### config.mk
export PLATFORM = sky130hd
export DESIGN_NAME = sqrt_share_arb_flat
export DESIGN_NICKNAME = d
export VERILOG_FILES = /design/src/rtl/sqrt_share_arb_if.sv /design/src/rtl/sqrt_share_arb.sv /design/src/flat_wrapper.sv
export SDC_FILE = /design/constraint.sdc
export NUM_CORES = 1
export LEC_CHECK = 0
export BUFFER_PORTS_ARGS = -buffer_cell sky130_fd_sc_hd__buf_2
export CAP_MARGIN = 10
export CORE_AREA = 5 5 123 125
export CTS_BUF_LIST = sky130_fd_sc_hd__clkbuf_2 sky130_fd_sc_hd__clkbuf_4 sky130_fd_sc_hd__clkbuf_8
export DETAILED_ROUTE_END_ITERATION = 10
export DIE_AREA = 0 0 128 130
export HOLD_SLACK_MARGIN = 0.12
export SYNTH_ARGS = -nofsm -noshare
export SYNTH_HDL_FRONTEND = slang
export SYNTH_SLANG_ARGS = --single-unit
### constraint.sdc
create_clock -name clk -period 3.4 [get_ports clk]
set_input_delay 0.34 -clock clk [delete_from_list [all_inputs] [get_ports clk]]
set_output_delay 0.34 -clock clk [all_outputs]
set_load 0.01 [all_outputs]
### src/rtl/sqrt_share_arb_if.sv
// Bundle of the requester, sqrt-unit and response channels around sqrt_share_arb.
// The slave modport is the arbiter's view; master is the surrounding environment.
interface sqrt_share_arb_if #(
    parameter int unsigned NREQ = 4,
    parameter int unsigned DW   = 32
);
    localparam int unsigned RW = (DW + DW % 2) / 2;
    localparam int unsigned IW = (NREQ > 1) ? $clog2(NREQ) : 1;

    logic [NREQ-1:0]    req_valid;
    logic [NREQ-1:0]    req_ready;
    logic [NREQ*DW-1:0] req_data;

    logic [DW-1:0]      sq_din;
    logic               sq_din_valid;
    logic               sq_busy;
    logic [RW-1:0]      sq_root;
    logic [DW-2:0]      sq_rem;

    logic               rsp_valid;
    logic               rsp_ready;
    logic [IW-1:0]      rsp_id;
    logic [RW-1:0]      rsp_root;
    logic [DW-2:0]      rsp_rem;
    logic               rsp_err;
    logic               err_sticky;

    modport slave (
        input  req_valid, req_data, sq_busy, sq_root, sq_rem, rsp_ready,
        output req_ready, sq_din, sq_din_valid, rsp_valid, rsp_id, rsp_root, rsp_rem,
               rsp_err, err_sticky
    );

    modport master (
        output req_valid, req_data, sq_busy, sq_root, sq_rem, rsp_ready,
        input  req_ready, sq_din, sq_din_valid, rsp_valid, rsp_id, rsp_root, rsp_rem,
               rsp_err, err_sticky
    );
endinterface

### src/rtl/sqrt_share_arb.sv
// Round-robin arbiter sharing one iterative square-root unit among NREQ requesters,
// with start/busy sequencing, a backpressured response channel and a run watchdog.
module sqrt_share_arb #(
    parameter int unsigned NREQ = 4,
    parameter int unsigned DW   = 32,
    parameter int unsigned TMO  = 24
) (
    input  logic             clk,
    input  logic             rst_n,
    sqrt_share_arb_if.slave  bus
);
    localparam int unsigned RW = (DW + DW % 2) / 2;
    localparam int unsigned IW = (NREQ > 1) ? $clog2(NREQ) : 1;
    localparam int unsigned CW = $clog2(TMO + 1);

    typedef enum logic [1:0] {StIdle, StIssue, StRun, StResp} state_e;

    state_e        state_q, state_d;
    logic [IW-1:0] ptr_q, ptr_d;
    logic [IW-1:0] id_q, id_d;
    logic [DW-1:0] op_q, op_d;
    logic [CW-1:0] cnt_q, cnt_d;
    logic          seen_q, seen_d;
    logic [RW-1:0] root_q, root_d;
    logic [DW-2:0] rem_q, rem_d;
    logic          err_q, err_d;
    logic          sticky_q, sticky_d;

    logic          hi_found, lo_found;
    logic [IW-1:0] hi_idx, lo_idx, gnt_idx;
    logic          gnt_any;

    // First valid at or above the pointer wins; otherwise the lowest valid (wrap-around).
    always_comb begin
        hi_found = 1'b0;
        lo_found = 1'b0;
        hi_idx   = '0;
        lo_idx   = '0;
        for (int i = 0; i < NREQ; i++) begin
            if (bus.req_valid[i]) begin
                if (!lo_found) begin
                    lo_found = 1'b1;
                    lo_idx   = IW'(i);
                end
                if (!hi_found && (IW'(i) >= ptr_q)) begin
                    hi_found = 1'b1;
                    hi_idx   = IW'(i);
                end
            end
        end
    end

    assign gnt_idx = hi_found ? hi_idx : lo_idx;
    assign gnt_any = (state_q == StIdle) && lo_found && !bus.sq_busy;

    always_comb begin
        state_d  = state_q;
        ptr_d    = ptr_q;
        id_d     = id_q;
        op_d     = op_q;
        cnt_d    = cnt_q;
        seen_d   = seen_q;
        root_d   = root_q;
        rem_d    = rem_q;
        err_d    = err_q;
        sticky_d = sticky_q;
        case (state_q)
            StIdle: begin
                if (gnt_any) begin
                    op_d    = bus.req_data[gnt_idx*DW +: DW];
                    id_d    = gnt_idx;
                    ptr_d   = (gnt_idx == IW'(NREQ - 1)) ? '0 : gnt_idx + 1'b1;
                    state_d = StIssue;
                end
            end
            StIssue: begin
                cnt_d   = '0;
                seen_d  = 1'b0;
                state_d = StRun;
            end
            StRun: begin
                cnt_d = cnt_q + 1'b1;
                if (bus.sq_busy) begin
                    seen_d = 1'b1;
                end
                // A busy period that has ended means the result is ready; it beats the watchdog.
                if (seen_q && !bus.sq_busy) begin
                    root_d  = bus.sq_root;
                    rem_d   = bus.sq_rem;
                    err_d   = 1'b0;
                    state_d = StResp;
                end else if (cnt_q == CW'(TMO - 1)) begin
                    root_d   = '0;
                    rem_d    = '0;
                    err_d    = 1'b1;
                    sticky_d = 1'b1;
                    state_d  = StResp;
                end
            end
            StResp: begin
                if (bus.rsp_ready) begin
                    state_d = StIdle;
                end
            end
            default: state_d = StIdle;
        endcase
    end

    always_ff @(posedge clk or negedge rst_n) begin
        if (!rst_n) begin
            state_q  <= StIdle;
            ptr_q    <= '0;
            id_q     <= '0;
            op_q     <= '0;
            cnt_q    <= '0;
            seen_q   <= 1'b0;
            root_q   <= '0;
            rem_q    <= '0;
            err_q    <= 1'b0;
            sticky_q <= 1'b0;
        end else begin
            state_q  <= state_d;
            ptr_q    <= ptr_d;
            id_q     <= id_d;
            op_q     <= op_d;
            cnt_q    <= cnt_d;
            seen_q   <= seen_d;
            root_q   <= root_d;
            rem_q    <= rem_d;
            err_q    <= err_d;
            sticky_q <= sticky_d;
        end
    end

    assign bus.req_ready    = gnt_any ? ({{(NREQ-1){1'b0}}, 1'b1} << gnt_idx) : '0;
    assign bus.sq_din       = op_q;
    assign bus.sq_din_valid = (state_q == StIssue);
    assign bus.rsp_valid    = (state_q == StResp);
    assign bus.rsp_id       = id_q;
    assign bus.rsp_root     = root_q;
    assign bus.rsp_rem      = rem_q;
    assign bus.rsp_err      = err_q;
    assign bus.err_sticky   = sticky_q;
endmodule

### src/flat_wrapper.sv
// flat-port wrapper written by rule: the top's interface ports become plain ports
module sqrt_share_arb_flat 
#(
    parameter int unsigned NREQ = 4,
    parameter int unsigned DW   = 32,
    parameter int unsigned TMO  = 24
)
  (clk, rst_n, bus_req_valid, bus_req_data, bus_sq_busy, bus_sq_root, bus_sq_rem, bus_rsp_ready, bus_req_ready, bus_sq_din, bus_sq_din_valid, bus_rsp_valid, bus_rsp_id, bus_rsp_root, bus_rsp_rem, bus_rsp_err, bus_err_sticky);
  sqrt_share_arb_if #(.NREQ(NREQ), .DW(DW)) bus_i ();
  input  logic clk;
  input  logic rst_n;
  input wire logic [$bits(bus_i.req_valid)-1:0] bus_req_valid;
  input wire logic [$bits(bus_i.req_data)-1:0] bus_req_data;
  input wire logic [$bits(bus_i.sq_busy)-1:0] bus_sq_busy;
  input wire logic [$bits(bus_i.sq_root)-1:0] bus_sq_root;
  input wire logic [$bits(bus_i.sq_rem)-1:0] bus_sq_rem;
  input wire logic [$bits(bus_i.rsp_ready)-1:0] bus_rsp_ready;
  output wire logic [$bits(bus_i.req_ready)-1:0] bus_req_ready;
  output wire logic [$bits(bus_i.sq_din)-1:0] bus_sq_din;
  output wire logic [$bits(bus_i.sq_din_valid)-1:0] bus_sq_din_valid;
  output wire logic [$bits(bus_i.rsp_valid)-1:0] bus_rsp_valid;
  output wire logic [$bits(bus_i.rsp_id)-1:0] bus_rsp_id;
  output wire logic [$bits(bus_i.rsp_root)-1:0] bus_rsp_root;
  output wire logic [$bits(bus_i.rsp_rem)-1:0] bus_rsp_rem;
  output wire logic [$bits(bus_i.rsp_err)-1:0] bus_rsp_err;
  output wire logic [$bits(bus_i.err_sticky)-1:0] bus_err_sticky;
  assign bus_i.req_valid = bus_req_valid;
  assign bus_i.req_data = bus_req_data;
  assign bus_i.sq_busy = bus_sq_busy;
  assign bus_i.sq_root = bus_sq_root;
  assign bus_i.sq_rem = bus_sq_rem;
  assign bus_i.rsp_ready = bus_rsp_ready;
  assign bus_req_ready = bus_i.req_ready;
  assign bus_sq_din = bus_i.sq_din;
  assign bus_sq_din_valid = bus_i.sq_din_valid;
  assign bus_rsp_valid = bus_i.rsp_valid;
  assign bus_rsp_id = bus_i.rsp_id;
  assign bus_rsp_root = bus_i.rsp_root;
  assign bus_rsp_rem = bus_i.rsp_rem;
  assign bus_rsp_err = bus_i.rsp_err;
  assign bus_err_sticky = bus_i.err_sticky;
  sqrt_share_arb #(.NREQ(NREQ), .DW(DW), .TMO(TMO)) u_core (.clk(clk), .rst_n(rst_n), .bus(bus_i));
endmodule
==> results of run 1 <==
==> cell type report <==
class                      instances  area, um2  area share, %
timing repair buffer             282       1460           22.6
multi-input combinational        335       2170           33.6
tap                              180        225           3.49
clock buffer                       9        124           1.92
clock inverter                     7       97.6           1.51
sequential                        93       2330           36.1
inverter                          14       52.6          0.814
==> cells in the final DEF (no fill, tap or decap), types with 2 or more instances in the layout <==
cell type                      n
sky130_fd_sc_hd__buf_2       270
sky130_fd_sc_hd__nand2_1     102
sky130_fd_sc_hd__dfrtp_1      93
sky130_fd_sc_hd__mux2i_1      64
sky130_fd_sc_hd__nand3_1      52
sky130_fd_sc_hd__a21oi_1      39
sky130_fd_sc_hd__o2bb2ai_1    32
sky130_fd_sc_hd__inv_1        14
sky130_fd_sc_hd__buf_4        10
sky130_fd_sc_hd__ha_1          9
sky130_fd_sc_hd__clkbuf_8      9
sky130_fd_sc_hd__and2_1        6
sky130_fd_sc_hd__o21ai_0       4
sky130_fd_sc_hd__nor2b_1       3
sky130_fd_sc_hd__o21bai_1      2
sky130_fd_sc_hd__a221o_1       2
sky130_fd_sc_hd__nor3_1        2
sky130_fd_sc_hd__nor3b_1       2
sky130_fd_sc_hd__o22ai_1       2
sky130_fd_sc_hd__a21o_1        2
sky130_fd_sc_hd__bufinv_16     2
sky130_fd_sc_hd__clkinvlp_4    2
sky130_fd_sc_hd__inv_6         2
==> stage by stage <==
| step | power [uW] | util, % | cells | setup WS (ns) | hold WS [ns] |
|---|---|---|---|---|---|
| floorplan | 3290 | - | 476 | 1.37 | 0.0444 |
| global placement | 4170 | 45.2 | 903 | 1.21 | 0.463 |
| detailed placement | 4250 | 45.2 | 903 | 1.16 | 0.460 |
| CTS | 5110 | 46.9 | 920 | 0.739 | 0.120 |
| global route | 5410 | 46.9 | 920 | 0.646 | 0.132 |
| finish | 5010 | 46.9 | 920 | 0.784 | 0.107 |
==> metal layers <==
metal	wire length [um]	vias to the layer above	GRT usage (%)	share of wire [%]
met4	318	2	6.68	2.1
li1	-	2178	-	-
met5	13	-	0	0.085
met1	5840	2085	21.0	38
met3	1610	19	6.02	11
met2	7490	216	30.3	49
==> path summary, 6_finish.rpt <==
| path | slack [ns] | end | depth (start not counted) |
|---|---|---|---|
| setup / recovery | 0.78 | bus_req_ready[1] | 7 |
| hold / removal | 0.11 | u_core.bus.rsp_rem[23] | 1 |
| setup reg to reg | 1.26 | u_core.bus.sq_din[24] | 6 |
| hold reg to reg | 0.48 | u_core.bus.rsp_id[1] | 1 |
| max in group asynchronous | 2.54 | u_core.bus.sq_din[25] | 2 |
| min in group clk | 0.15 | u_core.bus.rsp_root[1] | 3 |
==> power breakdown <==
group | switching [uW] | leakage (uW) | internal, uW | total (uW)
Combinational | 1310 | 0.00227 | 995 | 2300
Sequential | 281 | 0.00112 | 1600 | 1880
Clock | 412 | 0.000106 | 418 | 830
Total | 2000 | 0.00350 | 3010 | 5010
==> sequential cells by signal (all words and copies together), names as in the netlist <==
register / cells
u_core.bus.rsp_root: 16
u_core.bus.rsp_id: 2
u_core.cnt_q: 5
u_core.bus.rsp_rem: 31
u_core.seen_q: 1
u_core.ptr_q: 2
u_core.bus.rsp_err: 1
u_core.bus.err_sticky: 1
u_core.bus.sq_din: 32
u_core.state_q: 2
==> kinds of logic (layout without fill, tap and decap cells) <==
kind of cell	Yosys count	in the layout	synth area share (%)
flops	93	93	49.4
buf+inv	48	312	4.91
fa+ha+maj	9	9	2.39
compound gates	87	87	12.6
mux	66	66	14.2
simple gates	173	173	16.6
==> what timing repair did <==
action / CTS / global route
setup endpoints to repair: 0 / 0
resized for setup: 0 / 0
hold buffers: 1 / 0
endpoints found under the hold margin: 1 / 0
==> worst max-delay path: stages, from the launching register on <==
cell and delay (ns):
sky130_fd_sc_hd__dfrtp_1 0.45, sky130_fd_sc_hd__mux2_4 0.33, sky130_fd_sc_hd__o221ai_4 0.25, sky130_fd_sc_hd__buf_4 0.31, sky130_fd_sc_hd__inv_1 0.10, sky130_fd_sc_hd__ha_1 0.21, sky130_fd_sc_hd__and2_1 0.13, sky130_fd_sc_hd__buf_2 0.13
==> results.json, run 1 <==
{
  "setup-violations-final": 0,
  "first_global_vias": 4688,
  "num_rows": 43,
  "slew_worst_pin_ns": 0.934,
  "worst_hold_path_type": "in2async",
  "n_antenna_cell": 0,
  "synthArstFlopShare_pct": 100,
  "vdd_drop_max_mv": 0.322,
  "hpwlAfterDp_mm": 11.7,
  "rr_startpoint": "u_core.state_q[0]",
  "vias": 4500,
  "worst_setup_path_startpoint": "u_core.ptr_q[1]",
  "global_route_wire_length_before_repair_mm": 23.7,
  "timing.final.max_slew_violations": 0,
  "crit_path_max_fanout": 15,
  "io_pins": 272,
  "maxClockFrequency_ghz": 0.382,
  "clock_sink_count": 93,
  "period_needed_ns": 2.62,
  "rsz0062_at_grt": "no",
  "post-synth-top-area-fraction_pct": 49.4,
  "postLayoutCellArea_um2": 6450,
  "grt_max_degree": 73,
  "synth_cells": 476,
  "critical_path_class": "reg2out",
  "detail_route.drc_violations": 0,
  "tritoncts.num_buffers": 9,
  "cts_htree_levels": 3,
  "antenna_violating_nets_post_route": 0,
  "filler_cell_count": 1332,
  "synth_flop_cell": "sky130_fd_sc_hd__dfrtp_1",
  "synth_area_leaders": "sky130_fd_sc_hd__dfrtp_1, sky130_fd_sc_hd__mux2i_1, sky130_fd_sc_hd__nand2_1",
  "coreArea_um2": 13800,
  "syn_area_per_cell_um2": 9.90,
  "globalplace.congestion": 0.855,
  "synth_common_cells": "sky130_fd_sc_hd__nand2_1, sky130_fd_sc_hd__dfrtp_1, sky130_fd_sc_hd__mux2i_1, sky130_fd_sc_hd__nand3_1, sky130_fd_sc_hd__a21oi_1",
  "status": "complete, no violations",
  "synth_cell_types": 32,
  "area_growth_syn_to_layout_pct": 37.0,
  "yosysMostFrequentCell": "sky130_fd_sc_hd__nand2_1",
  "die_area_um2": 16600,
  "setup-tns-final_ns": 0,
  "final_net_count": 927,
  "cts_tree": "done",
  "synth.yosys.warnings": 0,
  "fp.dieH_um": 130,
  "track_usage_pct": 17.8,
  "timing.slew.headroom_pct": 37.7,
  "cts.reportedPaths.clkPinSlew_ns": 0.09,
  "floorplan.initialDensity_pct": 34.2,
  "wire_per_inst_um": 16.6,
  "final.setup_skew_ns": 0.0106,
  "synth.yosys.seq_area_share_pct": 49.4,
  "drt-total-wl_mm": 15.3,
  "crit_required_ns": 3.06,
  "root_buffer_master": "sky130_fd_sc_hd__clkbuf_8",
  "maxCapViolations": 0,
  "dieWidth_um": 128,
  "dr.pass1.iters": 5,
  "synth.ff_latch_count": 93,
  "placement.io_buffers": 271,
  "first_iter_violations": 160,
  "power.static_leakage_uw": 0.00350,
  "globalRoute.totalOverflow": 0,
  "drive_above_1_share_pct": 41.1,
  "post_synth_edffs": 0,
  "synth_area_leader_cell": "sky130_fd_sc_hd__dfrtp_1",
  "min_period_over_period_pct": 76.9,
  "vias_per_cell": 4.89,
  "worstSetupStartpointType": "flop",
  "dpl-instance-area_um2": 6220,
  "mappedNetlistArea_um2": 4710,
  "worstSkewPairLatency_ns": 0.37,
  "hold_viol_final": 0,
  "mappedNetlistNets": 668,
  "critPathArrivalTime_ns": 2.28,
  "endpoint_kind": "primary output",
  "power-per-cell-area_nw_per_um2": 776,
  "postCtsSetupRepairBufs": 0,
  "antenna_found_initial": 1,
  "cts-root-to-sink-buffers": 2
}
No activity file was read; power rests on OpenSTA's default activity.
==> run 2, diff against run 1 <==
==> constraint.sdc (replaced) <==
create_clock -name clk -period 2.7 [get_ports clk]
set_input_delay 0.27 -clock clk [delete_from_list [all_inputs] [get_ports clk]]
set_output_delay 0.27 -clock clk [all_outputs]
set_load 0.01 [all_outputs]
==> run 2 against run 1 <==
Against the previous run:
- die area unchanged
- sequential share of layout area down 2.5 points
- clock power up 23%
- worst setup slack worse by 0.46 ns
- largest power group unchanged
==> results.json, run 2 (synthesized netlist as in run 1, its figures left out) <==
{
  "maxClockFrequency_ghz": 0.421,
  "power.static_leakage_uw": 0.00370,
  "drive_above_1_share_pct": 38.5,
  "cts.reportedPaths.clkPinSlew_ns": 0.09,
  "filler_cell_count": 1266,
  "vias": 4750,
  "clock_sink_count": 93,
  "area_growth_syn_to_layout_pct": 47.0,
  "drt-total-wl_mm": 16.2,
  "detail_route.drc_violations": 0,
  "critPathArrivalTime_ns": 2.11,
  "antenna_found_initial": 0,
  "hold_path_end": "u_core.bus.sq_din[4]",
  "timing.final.max_slew_violations": 0,
  "setup-violations-final": 0,
  "wire_per_inst_um": 16.8,
  "endpoint_kind": "primary output",
  "root_buffer_master": "sky130_fd_sc_hd__clkbuf_8",
  "grt_use_met2_pct": 33.7,
  "vias_per_cell": 4.92,
  "setup-tns-final_ns": 0,
  "min_period_over_period_pct": 88.0,
  "first_iter_violations": 233,
  "rsz0062_at_grt": "no",
  "hpwlAfterDp_mm": 11.5,
  "tritoncts.num_buffers": 9,
  "critical_path_class": "reg2out",
  "start_point_of_the_worst_min_delay_path": "bus_req_data[100]",
  "largest_reg_flops": 32,
  "r2r.worst_path.cells": 7,
  "fp.dieH_um": 130,
  "final_net_count": 973,
  "rr_startpoint": "u_core.state_q[0]",
  "io_pins": 272,
  "final_cell_mix": "sky130_fd_sc_hd__buf_2, sky130_fd_sc_hd__nand2_1, sky130_fd_sc_hd__dfrtp_1",
  "period_needed_ns": 2.38,
  "global_route_wire_length_before_repair_mm": 25.1,
  "crit_path_max_fanout": 14,
  "setup.reg_to_reg.worst_slack_ns": 0.59,
  "slew_worst_pin_ns": 0.691,
  "final.setup_skew_ns": 0.0104,
  "power.sequential.fraction_pct": 37.2,
  "status": "complete, no violations",
  "num_rows": 43,
  "global_route.usage.met1_pct": 21.4,
  "timing.slew.headroom_pct": 53.9,
  "cts_resized": 0,
  "track_usage_pct": 18.8,
  "globalplace.congestion": 0.855,
  "power.share.clock_pct": 16.0,
  "floorplan.initialDensity_pct": 34.2,
  "final_core_utilization_pct": 50.3,
  "cts_tree": "done",
  "endpoint_of_the_most_critical_register_to_register_path": "u_core.bus.sq_din[21]",
  "power-per-cell-area_nw_per_um2": 921,
  "globalRoute.totalOverflow": 0,
  "busiest_layer": "met2",
  "cts_htree_levels": 3,
  "vdd_drop_max_mv": 0.425,
  "p_switching_uw": 2540,
  "worst_hold_path_type": "in2reg",
  "coreArea_um2": 13800,
  "use_met3_pct": 5.57,
  "layout.cells.most_common": "sky130_fd_sc_hd__buf_2",
  "die_area_um2": 16600,
  "dr.pass1.iters": 4,
  "cts-root-to-sink-buffers": 2,
  "power.switching_fraction_pct": 39.9,
  "worstSkewPairLatency_ns": 0.36,
  "worstSetupStartpointType": "flop",
  "grt_max_degree": 53,
  "intPower_uw": 3830,
  "maxCapViolations": 0,
  "hold_viol_final": 0,
  "power.combinational.fraction_pct": 46.8,
  "antenna_violating_nets_post_route": 0,
  "placement.io_buffers": 271,
  "crit_required_ns": 2.43,
  "dieWidth_um": 128,
  "first_global_vias": 4936,
  "n_antenna_cell": 0,
  "min_delay_path_depth": 3
}
## run 2: what timing repair did
| action | CTS | global route |
|---|---|---|
| setup endpoints to repair | 0 | 0 |
| endpoints found under the hold margin | 96 | 0 |
| hold buffers | 48 | 0 |
| buffers inserted | 0 | 0 |
## run 2: worst max-delay path: stages, from the launching register on
cell	delay, ns
sky130_fd_sc_hd__dfrtp_1	0.45
sky130_fd_sc_hd__mux2_4	0.33
sky130_fd_sc_hd__o221ai_4	0.25
sky130_fd_sc_hd__buf_4	0.31
sky130_fd_sc_hd__ha_1	0.17
sky130_fd_sc_hd__and2_1	0.11
sky130_fd_sc_hd__buf_2	0.12
## run 2: power by group through the flow
stage / Sequential [uW] / Combinational [uW] / Clock (uW)
CTS: 2370 / 3020 / 1050
detailed placement: 2380 / 2970 / 0
global placement: 2360 / 2870 / 0
finish: 2370 / 2990 / 1020
global route: 2440 / 3300 / 1110
floorplan: 2620 / 1530 / 0
## run 2: layer usage
| metal | wire length (um) | up-vias |
|---|---|---|
| met5 | 0 | - |
| met2 | 8050 | 226 |
| li1 | - | 2271 |
| met3 | 1620 | 27 |
| met4 | 338 | 0 |
| met1 | 6200 | 2226 |
## run 2: worst max-delay path by stage
stage / startpoint / to / slack (ns) / cells past startpoint
4_1_cts: u_core.ptr_q[1] / bus_req_ready[0] / 0.28 / 6
3_3_place_gp: bus_req_valid[0] / u_core.bus.sq_din[20] / 0.62 / 8
2_1_floorplan: u_core.ptr_q[1] / bus_req_ready[1] / 0.74 / 7
6_report: u_core.ptr_q[1] / bus_req_ready[0] / 0.32 / 6
5_1_grt: u_core.ptr_q[1] / bus_req_ready[2] / 0.18 / 6
3_5_place_dp: bus_req_valid[0] / u_core.bus.sq_din[24] / 0.47 / 8
## run 2: layout make-up
| type | count | area [um2] | area share, % |
|---|---|---|---|
| Sequential cell | 93 | 2330 | 33.6 |
| Clock inverter | 2 | 38.8 | 0.560 |
| Multi-Input combinational cell | 335 | 2170 | 31.3 |
| Inverter | 14 | 52.6 | 0.759 |
| Tap cell | 180 | 225 | 3.25 |
| Clock buffer | 13 | 179 | 2.58 |
| Timing Repair Buffer | 328 | 1930 | 27.9 |
## run 2: per-stage QoR
step                hold WS [ns]  instance area [um2]  power (uW)  std cells  setup slack, ns
floorplan                -0.0256                 4710        4140        476            0.742
global placement           0.352                 6230        5230        902            0.623
detailed placement         0.357                 6230        5340        902            0.473
CTS                        0.176                 6930        6430        965            0.280
global route               0.203                 6930        6850        965            0.180
finish                     0.208                 6930        6380        965            0.324
==> run 3, diff against run 2 <==
--- a/config.mk
+++ b/config.mk
@@ -7,11 +7,14 @@
 export LEC_CHECK = 0
 export BUFFER_PORTS_ARGS = -buffer_cell sky130_fd_sc_hd__buf_2
 export CAP_MARGIN = 10
-export CORE_AREA = 5 5 123 125
+export CELL_PAD_IN_SITES_DETAIL_PLACEMENT = 1
+export CELL_PAD_IN_SITES_GLOBAL_PLACEMENT = 1
+export CORE_AREA = 2 2 125 127
 export CTS_BUF_LIST = sky130_fd_sc_hd__clkbuf_2 sky130_fd_sc_hd__clkbuf_4 sky130_fd_sc_hd__clkbuf_8
 export DETAILED_ROUTE_END_ITERATION = 10
-export DIE_AREA = 0 0 128 130
+export DIE_AREA = 0 0 127 129
 export HOLD_SLACK_MARGIN = 0.12
+export PLACE_DENSITY_LB_ADDON = 0.1
 export SYNTH_ARGS = -nofsm -noshare
 export SYNTH_HDL_FRONTEND = slang
 export SYNTH_SLANG_ARGS = --single-unit
==> run 3 against run 2 <==
Against the previous run:
- final area up 0.56%
- global-route usage rose by 1.9 points
- maximum frequency is 5.3% lower
- power grew 1.0%
- combinational power is 3% higher
- clock-buffer cell count fell by 1
- cell count rose by 1.1%
- via count is 0.99% higher
- critical path type unchanged
- highest routed layer unchanged
==> results.json, run 3 (synthesized netlist as in run 1, its figures left out) <==
{
  "status": "complete, no violations",
  "critical_path.slowest_cell": "sky130_fd_sc_hd__dfrtp_1",
  "timing.final.max_slew_violations": 0,
  "antenna_violating_nets_post_route": 0,
  "globalplace.congestion": 0.830,
  "maxClockFrequency_ghz": 0.398,
  "largest_reg_flops": 32,
  "root_buffer_master": "sky130_fd_sc_hd__clkbuf_8",
  "rsz0062_at_grt": "no",
  "tritoncts.num_buffers": 9,
  "critPathArrivalTime_ns": 2.24,
  "period_needed_ns": 2.51,
  "hold_viol_final": 0,
  "grt_max_degree": 53,
  "power-per-cell-area_nw_per_um2": 925,
  "coreArea_um2": 15000,
  "drt-total-wl_mm": 17.4,
  "vdd_drop_max_mv": 0.393,
  "dieWidth_um": 127,
  "fp.dieH_um": 129,
  "globalRoute.totalOverflow": 0,
  "power.combinational.fraction_pct": 47.7,
  "crit_chain": "mux2_4 > o221ai_4 > buf_4 > inv_1 > ha_1 > and2_1 > buf_2",
  "drive_above_1_share_pct": 38.7,
  "min_period_over_period_pct": 93.0,
  "wire_per_inst_um": 17.8,
  "timing.critical_path.max_delay_family": "buffers and inverters",
  "crit_path_max_fanout": 12,
  "detail_route.drc_violations": 0,
  "io_pins": 272,
  "clock_sink_count": 93,
  "timing.slew.headroom_pct": 61.4,
  "slew_worst_pin_ns": 0.579,
  "worst_hold_path_type": "in2reg",
  "placement.io_buffers": 271,
  "p_total_uw": 6440,
  "floorplan.initialDensity_pct": 31.5,
  "p_switching_uw": 2610,
  "intPower_uw": 3830,
  "crit_required_ns": 2.43,
  "track_usage_pct": 20.7,
  "global_route_wire_length_before_repair_mm": 26.8,
  "antenna_found_initial": 0,
  "hpwlAfterDp_mm": 12.4,
  "vias_per_cell": 4.91,
  "cts.reportedPaths.clkPinSlew_ns": 0.09,
  "layout.cells.most_common": "sky130_fd_sc_hd__buf_2",
  "setup-tns-final_ns": 0,
  "power.sequential.fraction_pct": 36.5,
  "worstPathBufferInverterCount": 3,
  "critical_path.max_stage_delay_ns": 0.48,
  "setup-violations-final": 0,
  "final.setup_skew_ns": 0.00848,
  "power.switching_fraction_pct": 40.6,
  "power.static_leakage_uw": 0.00371,
  "endpoint_kind": "primary output",
  "final_core_utilization_pct": 46.5,
  "power.share.clock_pct": 15.7,
  "cts_htree_levels": 3,
  "dr.pass1.iters": 4,
  "n_antenna_cell": 0,
  "first_global_vias": 5205,
  "critical_path_class": "reg2out",
  "area_used_by_multi_input_combinational_logic_um2": 2170,
  "first_iter_violations": 224,
  "cts_tree": "done",
  "postCtsSetupRepairBufs": 0,
  "vias": 4797,
  "final_cell_mix": "sky130_fd_sc_hd__buf_2, sky130_fd_sc_hd__nand2_1, sky130_fd_sc_hd__dfrtp_1",
  "regArea_um2": 2330,
  "area_growth_syn_to_layout_pct": 47.8,
  "maxCapViolations": 0,
  "num_rows": 45,
  "setup.reg_to_reg.worst_slack_ns": 0.69,
  "cts_resized": 0,
  "die_area_um2": 16400,
  "worstSetupStartpointType": "flop",
  "worstSkewPairLatency_ns": 0.36,
  "final_net_count": 975,
  "cts-root-to-sink-buffers": 2,
  "filler_cell_count": 1807
}
[run 3: cell count changes in the layout (fill, tap and decap cells not counted), sizes merged]
| cell | change |
|---|---|
| clkinvlp | +2 |
| buf | +2 |
| clkbuf | -1 |
[run 3: cell type report]
class                   count  area share [%]
clock buffers              12            2.37
multi-input cells         335            31.2
repair buffers            330            28.1
well taps                 188            3.38
clock inverters             4           0.773
flip-flops and latches     93            33.4
inverters                  14           0.755
[run 3: tightest hold or removal path: stages]
cell                      delay (ns)
sky130_fd_sc_hd__buf_2          0.08
sky130_fd_sc_hd__mux2i_1        0.06
sky130_fd_sc_hd__a21oi_1        0.13
[run 3: per-stage QoR]
| stage | cell area [um2] | hold WS (ns) | instances | setup slack, ns |
|---|---|---|---|---|
| 2_1_floorplan | 4710 | -0.0256 | 476 | 0.742 |
| 3_3_place_gp | 6260 | 0.309 | 912 | 0.687 |
| 3_5_place_dp | 6260 | 0.314 | 912 | 0.586 |
| 4_1_cts | 6960 | 0.194 | 976 | 0.169 |
| 5_1_grt | 6960 | 0.202 | 976 | 0.0820 |
| 6_report | 6960 | 0.220 | 976 | 0.190 |
[run 3: worst paths after layout]
path,startpoint,to,depth (start not counted)
worst max-delay path,u_core.ptr_q[1],bus_req_ready[1],7
min in group asynchronous,rst_n,u_core.bus.rsp_rem[22],2
worst min register to register,u_core.bus.err_sticky,u_core.bus.err_sticky,1
worst max register to register,u_core.ptr_q[1],u_core.bus.sq_din[25],5
worst min-delay path,bus_req_data[112],u_core.bus.sq_din[16],3
max in group asynchronous,rst_n,u_core.bus.sq_din[15],3
[run 3: power groups by stage]
stage	registers, uW	clock network, uW	logic, uW
floorplan	2620	0	1530
global placement	2330	0	2940
detailed placement	2370	0	3040
CTS	2350	1060	3090
global route	2420	1110	3390
finish	2350	1010	3080
[run 3: metal layers]
layer	GRT usage (%)	wire length [um]
met3	5.61	1380
met4	7.56	370
met1	23.4	6740
met5	0	0
met2	37.5	8870
[run 3: what timing repair did]
action | in CTS | in global routing
endpoints found under the setup margin | 0 | 0
hold endpoints to repair | 88 | 0
hold buffers | 48 | 0
